--- config.mk ---
export PLATFORM = sky130hd
export DESIGN_NAME = imem_loader
export DESIGN_NICKNAME = d
export VERILOG_FILES = /design/src/rtl/imem_loader.sv
export SDC_FILE = /design/constraint.sdc
export NUM_CORES = 1
export LEC_CHECK = 0
export BUFFER_PORTS_ARGS = -buffer_cell sky130_fd_sc_hd__buf_2
export CELL_PAD_IN_SITES_DETAIL_PLACEMENT = 0
export CELL_PAD_IN_SITES_GLOBAL_PLACEMENT = 1
export CORE_MARGIN = 5
export CORE_UTILIZATION = 42
export DETAILED_ROUTE_END_ITERATION = 6
export PLACE_DENSITY_LB_ADDON = 0.1
export SLEW_MARGIN = 20
export SYNTH_ARGS = -nofsm -noshare
export SYNTH_HDL_FRONTEND = slang
export SYNTH_SLANG_ARGS = --single-unit
export TNS_END_PERCENT = 20
--- constraint.sdc ---
create_clock -name clk -period 3.7 [get_ports clk]
set_input_delay 0.74 -clock clk [delete_from_list [all_inputs] [get_ports clk]]
set_output_delay 0.74 -clock clk [all_outputs]
set_load 0.01 [all_outputs]
--- src/rtl/imem_loader.sv ---
// imem_loader: loads a framed 8-bit host byte stream into 24-bit instruction memory and holds proc in reset until the checksum verifies
module imem_loader #(
    parameter int mem_size = 128
) (
    input  logic        clk,
    input  logic        rst,
    input  logic [7:0]  host_data,
    input  logic        host_valid,
    output logic        host_ready,
    output logic [23:0] iwaddr,
    output logic [23:0] iwdata,
    output logic        iwen,
    output logic        proc_rst,
    output logic        done,
    output logic        err
);
    typedef enum logic [2:0] {CNT_HI, CNT_LO, W0, W1, W2, CHK, DONE, ERR} state_t;
    localparam logic [16:0] max_cnt = 17'(mem_size);
    state_t      state;
    logic [15:0] cnt;
    logic [15:0] idx;
    logic [15:0] word;
    logic [7:0]  csum;
    logic        take;
    assign take = host_valid && host_ready;
    always_ff @(posedge clk or posedge rst) begin
        if (rst) begin
            state      <= CNT_HI;
            cnt        <= '0;
            idx        <= '0;
            word       <= '0;
            csum       <= '0;
            iwaddr     <= '0;
            iwdata     <= '0;
            iwen       <= 1'b0;
            host_ready <= 1'b1;
            proc_rst   <= 1'b1;
            done       <= 1'b0;
            err        <= 1'b0;
        end else begin
            iwen <= 1'b0;
            if (take) begin
                // the checksum byte itself is never folded into the running XOR
                if (state != CHK) csum <= csum ^ host_data;
                case (state)
                    CNT_HI: begin
                        cnt[15:8] <= host_data;
                        state     <= CNT_LO;
                    end
                    CNT_LO: begin
                        cnt[7:0] <= host_data;
                        if ({1'b0, cnt[15:8], host_data} > max_cnt) begin
                            state      <= ERR;
                            err        <= 1'b1;
                            host_ready <= 1'b0;
                        end else begin
                            state <= ({cnt[15:8], host_data} == 16'd0) ? CHK : W0;
                        end
                    end
                    W0: begin
                        word[15:8] <= host_data;
                        state      <= W1;
                    end
                    W1: begin
                        word[7:0] <= host_data;
                        state     <= W2;
                    end
                    W2: begin
                        iwdata <= {word, host_data};
                        iwaddr <= {8'h00, idx};
                        iwen   <= 1'b1;
                        idx    <= idx + 16'd1;
                        state  <= (idx == cnt - 16'd1) ? CHK : W0;
                    end
                    CHK: begin
                        state      <= (host_data == csum) ? DONE : ERR;
                        done       <= host_data == csum;
                        err        <= host_data != csum;
                        proc_rst   <= host_data != csum;
                        host_ready <= 1'b0;
                    end
                    default: state <= state;
                endcase
            end
        end
    end
endmodule
==> results of run 1 <==
-- area by class of cell --
cell class	instances	area, um2	area share, %
multi-input cells	279	2230	39.5
inverters	6	25.0	0.444
flip-flops and latches	104	2610	46.2
well taps	143	179	3.17
clock inverters	6	62.6	1.11
repair buffers	57	303	5.37
clock buffers	10	239	4.24
-- stage by stage --
step	hold WS [ns]	total power, W	util [%]	cells
floorplan	0.459	0.00119	-	414
detailed placement	0.477	0.00121	46.5	589
global placement	0.469	0.00121	46.5	589
global route	0.505	0.00222	49.2	605
CTS	0.497	0.00217	49.2	605
finish	0.496	0.00214	49.2	605
-- state kept, by name, summed over array words and instances, names as in the netlist --
| name | cells |
|---|---|
| iwdata | 24 |
| cnt | 16 |
| idx | 16 |
| iwaddr | 16 |
| word | 16 |
| csum | 8 |
| state | 3 |
| done | 1 |
| err | 1 |
| host_ready | 1 |
| iwen | 1 |
| proc_rst | 1 |
-- synth_stat cells, types with 7 or more instances --
master / instances / area (um2)
dfrtp_1: 102 / 2550
nor2_1: 19 / 71.3
clkbuf_1: 8 / 30.0
buf_2: 7 / 35.0
xor2_1: 13 / 114
nor3_1: 7 / 35.0
mux2_2: 66 / 743
nand2b_1: 7 / 43.8
nand2_1: 29 / 109
xnor2_1: 34 / 298
buf_4: 8 / 60.1
-- worst max-delay path: stages, from the launching register on --
cell	delay [ns]
dfrtp_1	0.44
inv_1	0.08
ha_1	0.31
and2b_1	0.25
xnor2_1	0.13
o41a_1	0.33
nor4_2	0.24
o2111ai_1	0.26
a31o_1	0.29
-- power groups by stage --
| stage | logic [W] | clock network (W) | registers (W) |
|---|---|---|---|
| finish | 0.0000529 | 0.000955 | 0.00114 |
| global route | 0.0000607 | 0.00102 | 0.00114 |
| CTS | 0.0000552 | 0.000979 | 0.00114 |
| detailed placement | 0.0000551 | 0 | 0.00116 |
| global placement | 0.0000540 | 0 | 0.00116 |
| floorplan | 0.0000355 | 0 | 0.00116 |
-- per-layer routing --
| layer | track usage, % | routed length [um] | up-vias |
|---|---|---|---|
| met4 | 5.74 | 149 | 0 |
| met2 | 23.3 | 4730 | 65 |
| li1 | - | - | 1517 |
| met3 | 2.44 | 426 | 11 |
| met5 | 0 | 0 | - |
| met1 | 23.5 | 5340 | 1622 |
-- path summary, 6_finish.rpt --
| kind | startpoint | end | slack [ns] | cells past startpoint |
|---|---|---|---|---|
| worst max-delay path | cnt[0] | state[1] | 1.25 | 8 |
| worst min-delay path | word[12] | word[12] | 0.50 | 1 |
| worst max register to register | cnt[0] | state[1] | 1.25 | 8 |
| worst min register to register | word[12] | word[12] | 0.50 | 1 |
| max in group asynchronous | rst | host_ready | 2.38 | 3 |
| min in group asynchronous | rst | idx[0] | 0.54 | 2 |
-- cells in the final DEF (no fill, tap or decap), types with 5 or more instances in the layout --
| cell type | synthesis | final |
|---|---|---|
| dfrtp_1 | 102 | 102 |
| xnor2_1 | 34 | 34 |
| nor3_1 | 7 | 7 |
| mux2_2 | 66 | 66 |
| a21oi_1 | 6 | 6 |
| buf_2 | 7 | 55 |
| inv_1 | 6 | 5 |
| nand2_1 | 29 | 29 |
| mux2_1 | 6 | 6 |
| clkbuf_16 | 0 | 9 |
| xor2_1 | 13 | 13 |
| nand2b_1 | 7 | 7 |
| o21ai_0 | 6 | 6 |
| nor2_1 | 19 | 19 |
| nand4_1 | 6 | 6 |
| conb_1 | 1 | 8 |
-- kinds of logic after synthesis --
kind of cell             synth area share [%]
XOR/XNOR                                 8.79
other                                  0.0757
AO/OA/AOI/OAI                            5.43
AND/OR/NAND/NOR                          12.5
multiplexers                             16.8
buffers and inverters                    3.13
flip-flops                               52.6
adder cells (fa/ha/maj)                 0.758
==> impl_results.md, run 1 <==
* Synth Register Bits at 104
* Total of max-cap violations at 0
* DRC violations left at 0
* PwrDens at 380 nW/um2
* Relative slew slack at 33.6%
* Total I/O pin count at 64
* Worst EP arrival at 2.69 ns
* TritonCTS Buffers at 9
* Leak at 2.80 nW
* Vias in the first global route at 3,356
* Routability congestion estimate at 0.835
* Logic gate share of total power at 2.5%
* Mapped Area at 4950 um2
* Clock Latency Late Sink at 0.35 ns
* CTS max path bufs at 2
* NumNets Final at 471
* Final worst slack at 1.25 ns
* Die Footprint at 14,100 um2
* Crit path launch type: flop
* Layout fillers at 1,035
* Pint at 0.00164 W
* 1st-iter DRT viols at 117
* Worst-path clk slew at 0.07 ns
* Setup crit end kind: flop
* Net Sw Frac at 23.5%
* Number of distinct library cells after synthesis at 61
* I/O Buffers at 55
* Ant diodes at 0
* Final Cycle Share at 66.2%
* Sequential power share at 53.0%
* Cells after Synth at 407
* Max Slew Vio Count at 0
* GRT Total Usage at 15.8%
* Sw power at 0.000505 W
* Routed vias/inst at 5.31
* Avg Cell Area, Syn at 12.2 um2
* Required @ worst endpoint at 3.94 ns
* First-pass GRT wire length at 18.1 mm
* Outcome: finished clean
* Top_reg_cell synth: dfrtp_1
* Starting Density at 43.2%
* Clk pwr share at 44.6%
* Worst-margin pin slew at 0.988 ns
* Area grow syn2layout at 13.8%
* WL/cell at 17.6 um
* Worst slack, placed at 1.15 ns
* WL final at 10.6 mm
* CTS tree: yes
* RSZ-0062 raised after global routing: false
* CTS root buf: clkbuf_16
* Register area share after synthesis at 52.6%
* Share of cells above drive strength 1 at 33.8%
* Largest net degree at the start of global routing at 65
* CTS Hold Bufs at 0
* Dpl cell area at 5340 um2
* Design Area, Final at 5640 um2
* # setup viols final at 0
* F_max at 408 MHz
* Final min period at 2.45 ns
* Die Ht at 119 um
* Postcts setup bufs at 0
* Initial antenna violation count at 0
* Post_cts resized at 0
* Hold Crit Class: reg2reg
* Routed Antenna Nets at 0
* Vias post-DR at 3,215
* Overflow after GRT at 0
* Die width at 119 um
* Worst clock skew at 0.00933 ns
* Yosys warning total at 0
* CTS sink cnt at 104
* Async set or reset register ratio after synthesis at 100%
* Post-Route Setup TNS at 0 ns
* Clock H-tree levels at 3
* Worst vdd ir at 0.232 mV
* Core Box Area at 11,500 um2
* WS Path Type: reg2reg
* Post-synth EDFFs at 0
* Initial DRT Pass Iterations at 4
* FP Rows at 39
* Detail Placement HPWL at 7.32 mm
* Endpoints failing hold at 0
* Critical-path maximum fanout at 6
Power figures use the tool's default switching activity.
==> run 2: changes to the inputs <==
CORE_UTILIZATION = 47   (was 42)
clock period = 2.45 ns   (was 3.7 ns; I/O delays follow)
==> impl_results.md, run 2 (synthesis results as in run 1) <==
* Detail Placement HPWL at 7.37 mm (was 7.32 mm)
* F_max at 434 MHz (was 408 MHz)
* Largest net degree at the start of global routing at 48 (was 65)
* 1st-iter DRT viols at 158 (was 117)
* Required @ worst endpoint at 2.71 ns (was 3.94 ns)
* TritonCTS Buffers at 9 (unchanged)
* Clock H-tree levels at 3 (unchanged)
* Placed cells at 597 (was 589)
* Layout fillers at 883 (was 1,035)
* Worst EP arrival at 2.56 ns (was 2.69 ns)
* Die Footprint at 12,700 um2 (was 14,100 um2)
* Core Box Area at 10,300 um2 (was 11,500 um2)
* Crit path launch type: flop (unchanged)
* Design Power at 0.00304 W (was 0.00214 W)
* CTS root buf: clkbuf_8 (was clkbuf_16)
* Commonest non-fill, non-tap cells in the layout: dfrtp_1, mux2_2, buf_2, xnor2_1, nand2_1 (unchanged)
* Relative slew slack at 66.5% (was 33.6%)
* Max Slew Vio Count at 0 (unchanged)
* DRC violations left at 0 (unchanged)
* Worst clock skew at 0.0106 ns (was 0.00933 ns)
* Outcome: finished clean (unchanged)
* Endpoints failing hold at 0 (unchanged)
* CTS sink cnt at 104 (unchanged)
* Most common cell after layout, fill and taps aside: dfrtp_1 (unchanged)
* RSZ-0062 raised after global routing: false (unchanged)
* WL final at 10.2 mm (was 10.6 mm)
* PwrDens at 532 nW/um2 (was 380 nW/um2)
* Max FFs per register at 24 (unchanged)
* Reg2reg setup slack at 0.15 ns (was 1.25 ns)
* NumNets Final at 486 (was 471)
* Postcts setup bufs at 0 (unchanged)
* Post-Route Setup TNS at 0 ns (unchanged)
* Routed vias/inst at 5.29 (was 5.31)
* Worst-path clk slew at 0.10 ns (was 0.07 ns)
* Die width at 113 um (was 119 um)
* Area grow syn2layout at 15.3% (was 13.8%)
* Worst r2r src: cnt[0] (unchanged)
* Die Ht at 113 um (was 119 um)
* Initial DRT Pass Iterations at 4 (unchanged)
* Total I/O pin count at 64 (unchanged)
* Hold Crit Class: in2async (was reg2reg)
* I/O Buffers at 55 (unchanged)
* Clock Latency Late Sink at 0.36 ns (was 0.35 ns)
* Total of max-cap violations at 0 (unchanged)
* GRT Total Usage at 17.0% (was 15.8%)
* Routed Antenna Nets at 0 (unchanged)
* Initial antenna violation count at 0 (unchanged)
* Leak at 2.85 nW (was 2.80 nW)
* Worst vdd ir at 0.273 mV (was 0.232 mV)
* WS Path Type: reg2reg (unchanged)
* Share of cells above drive strength 1 at 36.1% (was 33.8%)
* Routability congestion estimate at 0.787 (was 0.835)
* Vias post-DR at 3,241 (was 3,215)
* FP Rows at 37 (was 39)
* Ant diodes at 0 (unchanged)
* Overflow after GRT at 0 (unchanged)
* First-pass GRT wire length at 17.4 mm (was 18.1 mm)
* Number of cells on the worst reg-to-reg path at 8 (unchanged)
* CTS Hold Bufs at 0 (unchanged)
* Final min period at 2.30 ns (was 2.45 ns)
* Most flop-heavy register: iwdata (unchanged)
* Final Cycle Share at 94.0% (was 66.2%)
* # setup viols final at 0 (unchanged)
* Fin cells at 613 (was 605)
* Setup crit end kind: flop (unchanged)
* Worst-margin pin slew at 0.502 ns (was 0.988 ns)
* CTS tree: yes (unchanged)
* Vias in the first global route at 3,365 (was 3,356)
* Critical-path maximum fanout at 6 (unchanged)
* CTS max path bufs at 2 (unchanged)
* Starting Density at 48.0% (was 43.2%)
* Crit Reg-Reg Endpoint: state[1] (unchanged)
* WL/cell at 16.7 um (was 17.6 um)
## run 2: how the worst max path moves through the flow
stage	depth (start not counted)	startpoint	slack, ns	to
floorplan	8	cnt[0]	0.36	state[1]
global placement	8	cnt[0]	0.19	state[1]
detailed placement	8	cnt[0]	0.12	state[1]
CTS	8	cnt[0]	0.08	state[1]
global route	8	cnt[0]	0.03	state[1]
finish	8	cnt[0]	0.15	state[1]
## run 2: area by class of cell
type	instances	area (um2)	share of cell area, %
repair buffers	72	440	7.71
clock inverters	7	113	1.97
inverters	6	26.3	0.460
flip-flops and latches	104	2610	45.6
well taps	136	170	2.98
clock buffers	9	124	2.17
multi-input cells	279	2230	39.1
## run 2: what timing repair did
action | in CTS | in global routing
resized for setup | 0 | 1
hold endpoints to repair | 0 | 0
setup endpoints to repair | 0 | 2
## run 2: critical path, cell delays in order, from the launching register on
cell,delay [ns]
dfrtp_1,0.46
inv_1,0.08
ha_1,0.28
and2b_1,0.22
xnor2_1,0.13
o41a_1,0.32
nor4_2,0.24
o2111ai_2,0.20
a31o_1,0.26
## run 2: stage by stage
stage / area, um2 / hold slack [ns] / worst slack (ns) / utilization (%)
2_1_floorplan: 4980 / 0.459 / 0.365 / -
3_3_place_gp: 5470 / 0.467 / 0.192 / 53.0
3_5_place_dp: 5470 / 0.478 / 0.122 / 53.0
4_1_cts: 5700 / 0.137 / 0.0831 / 55.3
5_1_grt: 5710 / 0.161 / 0.0295 / 55.3
6_report: 5710 / 0.142 / 0.148 / 55.3
## run 2: metal layers
metal	vias up	track usage [%]	routed length, um
li1	1548	-	-
met1	1630	25.2	5100
met2	54	25.8	4640
met3	9	2.80	374
met4	0	4.81	117
met5	-	0	0
## run 2: power by group
| group | internal [W] | switching, W |
|---|---|---|
| logic | 0.0000275 | 0.0000669 |
| clock network | 0.000599 | 0.000632 |
| registers | 0.00172 | 0 |
| total | 0.00234 | 0.000699 |
